[config.mk]
export PLATFORM = sky130hd
export DESIGN_NAME = led_matrix_scan_ctrl
export DESIGN_NICKNAME = d
export VERILOG_FILES = /design/src/rtl/led_matrix_scan_ctrl.sv
export SDC_FILE = /design/constraint.sdc
export NUM_CORES = 1
export LEC_CHECK = 0
export CAP_MARGIN = 30
export CORE_MARGIN = 3
export CORE_UTILIZATION = 45
export DETAILED_ROUTE_END_ITERATION = 8
export GPL_ROUTABILITY_DRIVEN = 0
export HOLD_SLACK_MARGIN = 0.1
export PLACE_DENSITY_LB_ADDON = 0.2
export SYNTH_ARGS = -nofsm -noshare
export SYNTH_HDL_FRONTEND = slang
export SYNTH_SLANG_ARGS = --single-unit
[constraint.sdc]
create_clock -name clk -period 5.1 [get_ports clk]
set_input_delay 1.275 -clock clk [delete_from_list [all_inputs] [get_ports clk]]
set_output_delay 1.275 -clock clk [all_outputs]
set_load 0.005 [all_outputs]
[src/rtl/led_matrix_scan_ctrl.sv]
// ----------------------------------------------------------------------------
// led_matrix_scan_ctrl
//
// Column-scan controller for a 7-row x (2*NUM_COLS)-column LED matrix made of
// two NUM_COLS-wide characters side by side. Each column owns a slot of
// SLOT_CYCLES clocks. The first BLANK_CYCLES clocks of every slot keep all
// columns off so the row decoders settle before the new column lights.
//
// Ports:
//   clk            in   system clock, rising edge
//   reset          in   asynchronous, active-high reset
//   enable         in   scan enable; low returns the scan to idle
//   col_index      out  column within the current character (0..NUM_COLS-1)
//   bin_number_sel out  character select to the row mux (0 = left, 1 = right)
//   col_drive_n    out  one-hot active-low column drive, bit k = column k
//   frame_start    out  one-cycle pulse in the first cycle of slot 0
//
// All outputs are registered and are computed from the next values of the
// prescaler and slot counter, so they change in the same cycle as the
// counters themselves.
// ----------------------------------------------------------------------------
module led_matrix_scan_ctrl #(
    parameter int SLOT_CYCLES  = 5000,
    parameter int BLANK_CYCLES = 50,
    parameter int NUM_COLS     = 5
) (
    input  logic                  clk,
    input  logic                  reset,
    input  logic                  enable,
    output logic [2:0]            col_index,
    output logic                  bin_number_sel,
    output logic [2*NUM_COLS-1:0] col_drive_n,
    output logic                  frame_start
);

    localparam int TOTAL_COLS = 2 * NUM_COLS;
    localparam int PRESC_W    = (SLOT_CYCLES > 1) ? $clog2(SLOT_CYCLES) : 1;
    localparam int SLOT_W     = (TOTAL_COLS > 1) ? $clog2(TOTAL_COLS) : 1;

    localparam logic [PRESC_W-1:0] PRESC_LAST = PRESC_W'(SLOT_CYCLES - 1);
    localparam logic [PRESC_W-1:0] PRESC_BLNK = PRESC_W'(BLANK_CYCLES);
    localparam logic [SLOT_W-1:0]  SLOT_LAST  = SLOT_W'(TOTAL_COLS - 1);
    localparam logic [SLOT_W-1:0]  SLOT_HALF  = SLOT_W'(NUM_COLS);

    // IDLE holds the counters at zero; the first enabled edge enters RUN at
    // presc=0/slot=0 (rather than counting past it) so that frame_start is
    // seen on the very first enabled cycle.
    typedef enum logic {
        ST_IDLE,
        ST_RUN
    } state_t;

    state_t                  r_state;
    state_t                  w_state_nxt;
    logic [PRESC_W-1:0]      r_presc;
    logic [PRESC_W-1:0]      w_presc_nxt;
    logic [SLOT_W-1:0]       r_slot;
    logic [SLOT_W-1:0]       w_slot_nxt;
    logic                    w_frame_start_nxt;
    logic                    w_drive_en;
    logic [2:0]              w_col_index_nxt;
    logic                    w_sel_nxt;
    logic [TOTAL_COLS-1:0]   w_drive_n_nxt;

    // ------------------------------------------------------------------------
    // Next-state and next-output logic
    // ------------------------------------------------------------------------
    always_comb begin
        // NOTE: every signal gets a default before any branch so no path
        // leaves it unassigned, which would otherwise infer a latch.
        w_state_nxt       = r_state;
        w_presc_nxt       = '0;
        w_slot_nxt        = '0;
        w_frame_start_nxt = 1'b0;
        w_drive_en        = 1'b0;

        case (r_state)
            ST_IDLE: begin
                if (enable) begin
                    w_state_nxt       = ST_RUN;
                    w_frame_start_nxt = 1'b1;
                end
            end

            ST_RUN: begin
                if (!enable) begin
                    w_state_nxt = ST_IDLE;
                end else begin
                    if (r_presc == PRESC_LAST) begin
                        w_presc_nxt       = '0;
                        w_slot_nxt        = (r_slot == SLOT_LAST) ? '0 : r_slot + SLOT_W'(1);
                        w_frame_start_nxt = (r_slot == SLOT_LAST);
                    end else begin
                        w_presc_nxt = r_presc + PRESC_W'(1);
                        w_slot_nxt  = r_slot;
                    end
                    // Column lights only after the blanking part of the slot.
                    w_drive_en = (w_presc_nxt >= PRESC_BLNK);
                end
            end

            default: w_state_nxt = ST_IDLE;
        endcase

        w_sel_nxt       = (w_slot_nxt >= SLOT_HALF);
        w_col_index_nxt = w_sel_nxt ? 3'(w_slot_nxt - SLOT_HALF) : 3'(w_slot_nxt);
        w_drive_n_nxt   = w_drive_en ? ~(TOTAL_COLS'(1) << w_slot_nxt) : '1;
    end

    // ------------------------------------------------------------------------
    // State and output registers
    // ------------------------------------------------------------------------
    always_ff @(posedge clk or posedge reset) begin
        if (reset) begin
            r_state        <= ST_IDLE;
            r_presc        <= '0;
            r_slot         <= '0;
            col_index      <= '0;
            bin_number_sel <= 1'b0;
            col_drive_n    <= '1;
            frame_start    <= 1'b0;
        end else begin
            // NOTE: non-blocking assignments make every register here sample
            // the pre-edge values, independent of statement order.
            r_state        <= w_state_nxt;
            r_presc        <= w_presc_nxt;
            r_slot         <= w_slot_nxt;
            col_index      <= w_col_index_nxt;
            bin_number_sel <= w_sel_nxt;
            col_drive_n    <= w_drive_n_nxt;
            frame_start    <= w_frame_start_nxt;
        end
    end

endmodule
==> results of run 1 <==
-- cell type report --
cell class	count	area, sq um	share of cell area, %
Timing Repair Buffer	18	178	8.59
Clock buffer	5	68.8	3.33
Inverter	6	22.5	1.09
Sequential cell	33	838	40.5
Clock inverter	3	16.3	0.786
Multi-Input combinational cell	125	885	42.8
Tap cell	48	60.1	2.90
-- synth_stat cells, types with 3 or more instances --
cell / instances / share of area [%]
buf_6: 3 / 1.9
xor2_1: 6 / 2.9
ha_1: 6 / 4.1
and3_1: 3 / 1.0
dfstp_2: 10 / 14
nor2_1: 18 / 3.7
nand4_1: 12 / 4.1
dfrtp_1: 23 / 32
inv_1: 6 / 1.2
a21oi_1: 3 / 0.82
nand3_1: 3 / 0.82
nand2_1: 13 / 2.7
and2_1: 11 / 3.8
o21ai_0: 5 / 1.4
xnor2_1: 9 / 4.3
-- registers in the layout, indices dropped and copies added, names as in the netlist --
name and flops:
bin_number_sel 1, col_drive_n 10, r_slot 4, r_presc 13, col_index 3, frame_start 1, r_state 1
-- how the worst max path moves through the flow --
stage / from / to / slack (ns) / cells after the start
2_1_floorplan: enable / col_index[1] / 1.88 / 9
3_5_place_dp: enable / col_index[1] / 1.34 / 10
4_1_cts: enable / col_index[1] / 1.64 / 10
5_1_grt: enable / col_index[1] / 1.46 / 10
3_3_place_gp: enable / col_index[1] / 1.48 / 10
6_report: enable / col_index[1] / 1.63 / 10
-- worst max-delay path: stages --
cell and delay [ns]:
clkdlybuf4s50_1 0.45, nand2_1 0.21, nor2_1 0.15, inv_1 0.14, ha_1 0.23, or2b_2 0.32
or3_2 0.42, o2111ai_2 0.10, and2_1 0.18, mux2i_1 0.20
-- where the power goes --
part / internal (mW) / switching, mW / leakage [nW]
Clock: 0.0943 / 0.0964 / 0.0482
Sequential: 0.264 / 0.00143 / 0.422
Combinational: 0.00452 / 0.0110 / 0.390
-- metal layers --
layer | wire (microns) | part of all wire (%)
met1 | 1600 | 47
met2 | 1560 | 45
met3 | 208 | 6.1
met4 | 59 | 1.7
met5 | 0 | 0
-- stage by stage --
stage / setup WS (ns) / total power, mW / util [%] / hold WS (ns)
global placement: 1.48 / 0.285 / 52.6 / 0.510
finish: 1.63 / 0.471 / 54.8 / 0.543
detailed placement: 1.34 / 0.286 / 52.6 / 0.526
CTS: 1.64 / 0.478 / 54.8 / 0.535
global route: 1.46 / 0.495 / 54.8 / 0.594
floorplan: 1.88 / 0.280 / - / 0.487
-- cells by family after synthesis --
logic type / Yosys count
compound gates: 24
xor+xnor: 15
fa+ha+maj: 6
buf+inv: 13
flops: 33
mux: 3
simple gates: 77
==> flow_metrics.py, run 1 <==
metrics = {
    "cells_and_area": {
        "nets": 198,
        "layout_commonest_cell": "dfrtp_1",
        "area_delta_synth_final_pct": 13.5,
        "drive_gt1_share_pct": 20.5,
        "antenna_cells": 0,
        "fillCellCount": 318,
        "final_cell_mix": "dfrtp_1, nor2_1, clkdlybuf4s50_1",
        "fin_area_sq_um": 2070,
        "final_cells": 238,
    },
    "logic_synthesis": {
        "synth_async_sr_flop_share_pct": 100,
        "synth_mux_area_share_pct": 1.72,
        "synth_nets": 180,
        "yosys_warnings": 0,
        "syn_inst": 171,
        "ys_ff_latch": 33,
        "synth_cell_types": 49,
        "synth_top_family_by_area": "simple AND/OR/NAND/NOR gates",
        "synth-edff-count": 0,
        "syn_area_sq_um": 1820,
        "synth_compound_area_share_pct": 10.4,
        "synth_fa_ha_area_share_pct": 4.12,
        "yosys.area_share.simple_pct": 25.1,
        "syn_avg_cell_area_sq_um": 10.7,
        "synth_xor_area_share_pct": 7.21,
        "yosys_most_used_dff": "dfrtp_1",
        "ys_seq_area_share_pct": 46.0,
    },
    "clock_network": {
        "cts_max_path_buffers": 2,
        "cts_tree": "done",
        "clk_latency_ns": 0.29,
        "numCtsBuffers": 5,
        "htreeDepth": 2,
        "ctsHoldBuffers": 0,
        "cts_root_buf": "clkbuf_8",
        "clk_pin_slew_ns": 0.07,
        "post_cts_buffers": 0,
        "cts.sinks": 33,
        "cts_resized": 0,
    },
    "run_status": {
        "status": "finished clean",
    },
    "detailed_routing": {
        "route.detailed.drc": 0,
        "num_vias": 1330,
        "ant_nets": 0,
        "drt_wl_total_microns": 3420,
        "drt-pass1-iter-count": 4,
        "drt_iter0_drc": 47,
        "post_drt_wl_per_cell_microns": 14.4,
        "vias_per_cell": 5.59,
    },
    "min_path": {
        "min_to": "r_presc[0]",
        "min_path_type": "reg -> reg",
        "min-delay-start": "r_presc[0]",
        "holdPathStages": 1,
    },
    "critical_path": {
        "crit_fanout": 6,
        "r2r_cells": 12,
        "required_ns": 5.31,
        "cp-start-kind": "input port",
        "arrival_ns": 3.68,
        "cp-end-kind": "flip-flop",
        "critPathKind": "in -> reg",
        "worstReg2RegEnd": "col_index[1]",
        "timing.rr.start": "r_presc[0]",
        "reg2reg_slack_ns": 1.81,
    },
    "floorplanning": {
        "die-area_sq_um": 4850,
        "start_util_pct": 48.3,
        "coreArea_sq_um": 3770,
        "row_count": 22,
        "die_h_microns": 69.7,
        "die_x_microns": 69.7,
        "num_io_pins": 18,
    },
    "grt": {
        "grt_pass1_wl_microns": 6040,
        "met3_usage_pct": 4.78,
        "globalRoute.totalOverflow": 0,
        "grtUsageMet2_pct": 22.4,
        "grt_max_degree": 19,
        "antenna_found_initial": 0,
        "grt_pass1_vias": 1309,
        "use_met1_pct": 21.2,
        "gr-max-usage-layer": "met2",
        "grt_usage_pct": 15.5,
    },
    "timing": {
        "slew_viol_final": 0,
        "slew_headroom_pct": 53.7,
        "tightest_slew_ns": 0.693,
        "setup_tns_ns": 0,
        "setup_viol": 0,
        "timing.final.hold_violations": 0,
        "rsz0062_at_grt": "no",
        "clock.fmax_mhz": 288,
        "fin_crit_ns": 3.47,
        "fin_worst_skew_ns": 0.00266,
        "fin_crit_sh_pct": 68.0,
    },
    "pwr": {
        "power_leakage_nw": 0.860,
        "ir_worst_vdd_uv": 152,
        "power_density_nw_per_um2": 228,
    },
    "placed_design": {
        "portBuffers": 17,
        "place_inst": 230,
        "dp_hpwl_microns": 2560,
        "placed_area_sq_um": 1980,
    },
    "flow_run": {
        "drv_cap": 0,
    },
}
No activity file was read; power rests on OpenSTA's default activity.
==> run 2: changes to the inputs <==
==> constraint.sdc (replaced) <==
create_clock -name clk -period 3.1 [get_ports clk]
set_input_delay 0.775 -clock clk [delete_from_list [all_inputs] [get_ports clk]]
set_output_delay 0.775 -clock clk [all_outputs]
set_load 0.005 [all_outputs]
==> run 2 against run 1 <==
Effect of this change: critical path depth rose by 2; count of clock-buffer cells in the layout unchanged; cell count is 5.0% higher; worst hold slack improved by 0.066 ns; global-route usage fell by 0.50 points; utilization up 3.0 points.
==> flow_metrics.py, run 2 (synthesis results as in run 1) <==
metrics = {
    "run_status": {
        "status": "finished clean",
    },
    "critical_path": {
        "timing.rr.start": "r_presc[0]",
        "cp-start-kind": "flip-flop",
        "crit_fanout": 5,
        "worstReg2RegEnd": "col_index[1]",
        "critPathTopFamily": "simple AND/OR/NAND/NOR gates",
        "arrival_ns": 3.22,
        "slowest_stage": "dfrtp_1",
        "critPathKind": "reg -> reg",
        "required_ns": 3.31,
        "cpMostUsedCell": "and2_1",
        "cp-end-kind": "flip-flop",
        "cp_num_buf_inv": 0,
        "path_cells": "ha_4, and2_2, and4_4, nand2_1, and2_1, o21ai_2, ha_2, or2b_2, or3_2, o2111ai_2, and2_1, mux2i_1",
        "cp_slowest_stage_delay_ns": 0.43,
        "reg2reg_slack_ns": 0.09,
        "r2r_cells": 12,
    },
    "timing": {
        "tightest_slew_ns": 0.674,
        "slew_headroom_pct": 54.9,
        "setup_ws_ns": 0.0863,
        "clock.fmax_mhz": 332,
        "fin_crit_ns": 3.01,
        "fin_crit_sh_pct": 97.2,
        "fin_worst_skew_ns": 0.00844,
        "setup_viol": 0,
        "timing.final.hold_violations": 0,
        "slew_viol_final": 0,
        "setup_tns_ns": 0,
    },
    "pwr": {
        "p_sw_mw": 0.184,
        "p_sw_share_pct": 23.4,
        "power_leakage_nw": 0.917,
        "intPower_mw": 0.601,
        "report.power.total_mw": 0.785,
        "ir_worst_vdd_uv": 345,
        "power_density_nw_per_um2": 360,
        "pwr-share-clk_pct": 40.4,
        "power.share.combinational_pct": 4.1,
        "pwr-share-seq_pct": 55.5,
    },
    "detailed_routing": {
        "vias_per_cell": 5.42,
        "drt-pass1-iter-count": 4,
        "num_vias": 1354,
        "ant_nets": 0,
        "drt_iter0_drc": 93,
        "post_drt_wl_per_cell_microns": 14.3,
        "drt_wl_total_microns": 3570,
        "route.detailed.drc": 0,
    },
    "cells_and_area": {
        "antenna_cells": 0,
        "largest_reg_flops": 13,
        "area_delta_synth_final_pct": 19.6,
        "largest_register": "r_presc",
        "final_cell_mix": "dfrtp_1, nor2_1, clkdlybuf4s50_1",
        "reg.largest.list": "r_presc: 13 flops, col_drive_n: 10 flops, r_slot: 4 flops",
        "final-seq-area_sq_um": 841,
        "layout_commonest_cell": "dfrtp_1",
        "fillCellCount": 315,
        "multi_input_area_sq_um": 905,
        "nets": 210,
        "drive_gt1_share_pct": 27.7,
    },
    "flow_run": {
        "drv_cap": 0,
    },
    "clock_network": {
        "cts.sinks": 33,
        "cts_root_buf": "clkbuf_8",
        "htreeDepth": 2,
        "clk_latency_ns": 0.29,
        "clk_pin_slew_ns": 0.07,
        "cts_tree": "done",
        "numCtsBuffers": 5,
        "cts_max_path_buffers": 2,
        "ctsHoldBuffers": 0,
    },
    "min_path": {
        "min_to": "frame_start",
        "min-delay-start": "r_state",
        "holdPathStages": 2,
        "min_path_type": "reg -> reg",
    },
    "placed_design": {
        "dp_slack_ns": 0.0132,
        "portBuffers": 17,
        "dp_hpwl_microns": 2450,
    },
    "floorplanning": {
        "die_x_microns": 69.7,
        "num_io_pins": 18,
        "die-area_sq_um": 4850,
        "start_util_pct": 48.3,
        "die_h_microns": 69.7,
        "coreArea_sq_um": 3770,
        "row_count": 22,
    },
    "grt": {
        "grt_pass1_vias": 1200,
        "grt_usage_pct": 15.0,
        "globalRoute.totalOverflow": 0,
        "grt_pass1_wl_microns": 5820,
        "antenna_found_initial": 0,
        "grt_max_degree": 34,
    },
}
==> run 2: changes by cell type in the layout (fill, tap and decap cells not counted) <==
cell     previous run  this run
buf_4               1        13
dfrtp_1            23        21
dfrtp_2             0         2
ha_1                6         4
ha_2                0         1
ha_4                0         1
nor3b_1             1         0
nor3b_2             0         1
==> run 2: area by class of cell <==
| class | count | share of cell area, % |
|---|---|---|
| Tap cell | 48 | 2.75 |
| Multi-Input combinational cell | 125 | 41.5 |
| Inverter | 6 | 1.03 |
| Timing Repair Buffer | 30 | 12.3 |
| Clock inverter | 3 | 0.746 |
| Clock buffer | 5 | 3.16 |
| Sequential cell | 33 | 38.6 |
==> run 2: how the worst max path moves through the flow <==
stage	from	endpoint	slack (ns)	cells past startpoint
6_report	r_presc[0]	col_index[1]	0.09	12
5_1_grt	r_presc[0]	col_index[1]	-0.04	12
3_5_place_dp	r_presc[0]	col_index[1]	0.01	12
3_3_place_gp	enable	col_index[1]	0.17	9
2_1_floorplan	r_presc[0]	col_index[1]	0.16	12
4_1_cts	r_presc[0]	col_index[1]	0.03	12
==> run 2: through the flow <==
stage                     hold WS (ns)  instances  utilization, %  area, sq um
after floorplan                  0.487        171               -         1820
after global placement           0.503        238            54.2         2040
after detailed placement         0.540        238            54.2         2040
after CTS                        0.551        246            56.5         2130
after global routing             0.646        250            57.8         2180
final                            0.608        250            57.8         2180
==> run 2: power groups by stage <==
stage / sequential, mW / combinational, mW / clock (mW)
5_1_grt: 0.436 / 0.0363 / 0.351
4_1_cts: 0.436 / 0.0284 / 0.328
2_1_floorplan: 0.443 / 0.0168 / 0
3_3_place_gp: 0.443 / 0.0274 / 0
6_report: 0.436 / 0.0321 / 0.317
3_5_place_dp: 0.444 / 0.0280 / 0
==> run 2: timing repair <==
action / CTS / global route
gates resized for setup: 1 / 5
pin swaps: 0 / 1
endpoints found under the setup margin: 1 / 3
gates cloned: 0 / 0
buffers inserted: 0 / 4
==> run 2: worst register-to-register path, delay by kind of cell, from the launching register on <==
| kind | cells | cell delay, ns |
|---|---|---|
| flops | 1 | 0.43 |
| mux | 1 | 0.18 |
| simple gates | 7 | 1.67 |
| compound gates | 2 | 0.26 |
| fa+ha+maj | 2 | 0.40 |
==> run 2: layer usage <==
| layer | track usage, % | up-vias | routed length (microns) |
|---|---|---|---|
| met5 | 0 | - | 0 |
| met4 | 5.11 | 0 | 65 |
| met3 | 5.07 | 8 | 195 |
| met2 | 22.1 | 41 | 1620 |
| met1 | 20.5 | 644 | 1690 |
| li1 | - | 661 | - |
==> run 3: changes to the inputs <==
--- a/config.mk
+++ b/config.mk
@@ -6,6 +6,7 @@
 export NUM_CORES = 1
 export LEC_CHECK = 0
 export CAP_MARGIN = 30
+export CORE_ASPECT_RATIO = 0.5
 export CORE_MARGIN = 3
 export CORE_UTILIZATION = 45
 export DETAILED_ROUTE_END_ITERATION = 8
==> run 3 against run 2 <==
Effect of this change: count of clock-buffer cells in the layout unchanged; critical path depth fell by 1; critical endpoint unchanged; register-to-register slack improved by 0.09 ns; worst hold slack got worse by 0.042 ns; sequential cell count did not move; via count up 3.9%; die area rose by 0.95%; utilization rose by 4.3 points; wire length is 9.3% higher; clock power up 53%.
==> flow_metrics.py, run 3 (synthesis results as in run 1) <==
metrics = {
    "floorplanning": {
        "die_x_microns": 96.0,
        "coreArea_sq_um": 3660,
        "num_io_pins": 18,
        "die-area_sq_um": 4900,
        "die_h_microns": 51.0,
        "start_util_pct": 49.8,
        "row_count": 15,
    },
    "critical_path": {
        "cp-start-kind": "flip-flop",
        "path_depth": 11,
        "cp_slowest_stage_delay_ns": 0.44,
        "r2r_cells": 11,
        "cpMostUsedCell": "and2_1",
        "slowest_stage": "dfrtp_2",
        "critPathKind": "reg -> reg",
        "crit_fanout": 5,
        "required_ns": 3.31,
        "cp-end-kind": "flip-flop",
        "critPathTopFamily": "simple AND/OR/NAND/NOR gates",
        "arrival_ns": 3.14,
        "path_cells": "and4b_1, and4_4, nand2_2, and2_1, o21ai_2, ha_2, or2b_2, or3_2, o2111ai_2, and2_1, mux2i_1",
        "cp_num_buf_inv": 0,
    },
    "cells_and_area": {
        "largest_register": "r_presc",
        "largest_reg_flops": 13,
        "nets": 216,
        "reg.largest.list": "r_presc: 13 flops, col_drive_n: 10 flops, r_slot: 4 flops",
        "layout_commonest_cell": "dfrtp_1",
        "area_delta_synth_final_pct": 24.8,
        "final_cell_mix": "dfrtp_1, buf_4, nor2_1",
        "antenna_cells": 0,
        "fillCellCount": 301,
        "drive_gt1_share_pct": 30.3,
    },
    "min_path": {
        "min_path_type": "reg -> reg",
        "holdPathStages": 2,
    },
    "timing": {
        "setup_tns_ns": 0,
        "fin_crit_ns": 2.92,
        "setup_viol": 0,
        "tightest_slew_ns": 0.677,
        "slew_viol_final": 0,
        "slew_headroom_pct": 54.7,
        "clock.fmax_mhz": 342,
        "fin_crit_sh_pct": 94.3,
        "timing.final.hold_violations": 0,
        "fin_worst_skew_ns": 0.00803,
    },
    "placed_design": {
        "portBuffers": 17,
        "dp_hpwl_microns": 2640,
    },
    "detailed_routing": {
        "vias_per_cell": 5.43,
        "drt_wl_total_microns": 3900,
        "post_drt_wl_per_cell_microns": 15.0,
        "route.detailed.drc": 0,
        "drt_iter0_drc": 56,
        "drt-pass1-iter-count": 6,
        "ant_nets": 0,
        "num_vias": 1407,
    },
    "pwr": {
        "report.power.total_mw": 0.952,
        "ir_worst_vdd_uv": 174,
        "power_leakage_nw": 0.974,
        "power_density_nw_per_um2": 418,
    },
    "clock_network": {
        "clk_pin_slew_ns": 0.07,
        "htreeDepth": 2,
        "cts_max_path_buffers": 2,
        "cts_tree": "done",
        "clk_latency_ns": 0.29,
        "numCtsBuffers": 5,
        "cts.sinks": 33,
        "cts_root_buf": "clkbuf_8",
    },
    "grt": {
        "globalRoute.totalOverflow": 0,
        "grt_max_degree": 34,
        "grt_pass1_wl_microns": 6290,
        "antenna_found_initial": 0,
        "grt_usage_pct": 17.0,
        "grt_pass1_vias": 1315,
    },
    "flow_run": {
        "drv_cap": 0,
    },
    "run_status": {
        "status": "finished clean",
    },
}
run 3: cell count changes in the layout (fill, tap and decap cells not counted):
cell,before,now
buf_4,13,19
bufinv_16,0,2
clkinv_2,2,1
ha_1,4,5
ha_4,1,0
inv_4,1,0
nand2_1,13,12
nand2_2,0,1
nor4_1,1,0
nor4_2,0,1
run 3: repair_timing:
| item | CTS | global route |
|---|---|---|
| setup endpoints to repair | 0 | 2 |
| hold buffers | 0 | 0 |
| setup buffers | 0 | 7 |
| resized for setup | 0 | 6 |
| hold endpoints to repair | 0 | 0 |
run 3: path summary, 6_finish.rpt:
check / startpoint / end / slack [ns]
max in group asynchronous: reset / col_drive_n[6] / 1.88
setup reg to reg: r_presc[6] / col_index[1] / 0.18
hold reg to reg: r_presc[0] / r_presc[0] / 0.57
min in group asynchronous: reset / r_presc[3] / 0.88
hold / removal: r_presc[0] / r_presc[0] / 0.57
setup / recovery: r_presc[6] / col_index[1] / 0.18
run 3: per-layer routing:
layer	share of wire, %	GRT usage (%)
met2	46	26.1
met3	4.5	4.71
met4	1.7	5.19
met5	0	0
met1	47	23.5
run 3: power by group:
| part | total, mW | internal [mW] | switching [mW] |
|---|---|---|---|
| sequential | 0.435 | 0.434 | 0.00162 |
| clock | 0.486 | 0.319 | 0.166 |
| combinational | 0.0312 | 0.0114 | 0.0198 |
run 3: layout make-up:
class	count	area [sq um]	share of cell area, %
Multi-Input combinational cell	125	901	39.6
Clock buffer	5	68.8	3.03
Inverter	6	22.5	0.990
Sequential cell	33	841	37.0
Timing Repair Buffer	36	313	13.8
Clock inverter	3	65.1	2.86
Tap cell	51	63.8	2.81
run 3: worst min-delay path, cell delays in order (launching register included):
cell,delay [ns]
dfrtp_1,0.38
buf_4,0.12
nor2_1,0.03
run 3: stage by stage:
step	setup slack (ns)	area [sq um]	utilization, %	hold slack (ns)	std cells
6_report	0.176	2270	62.2	0.566	259
5_1_grt	-0.00124	2270	62.2	0.607	259
4_1_cts	0.0932	2200	60.2	0.532	252
3_5_place_dp	0.110	2070	56.5	0.521	244
3_3_place_gp	0.160	2070	56.5	0.509	244
2_1_floorplan	0.162	1820	-	0.487	171
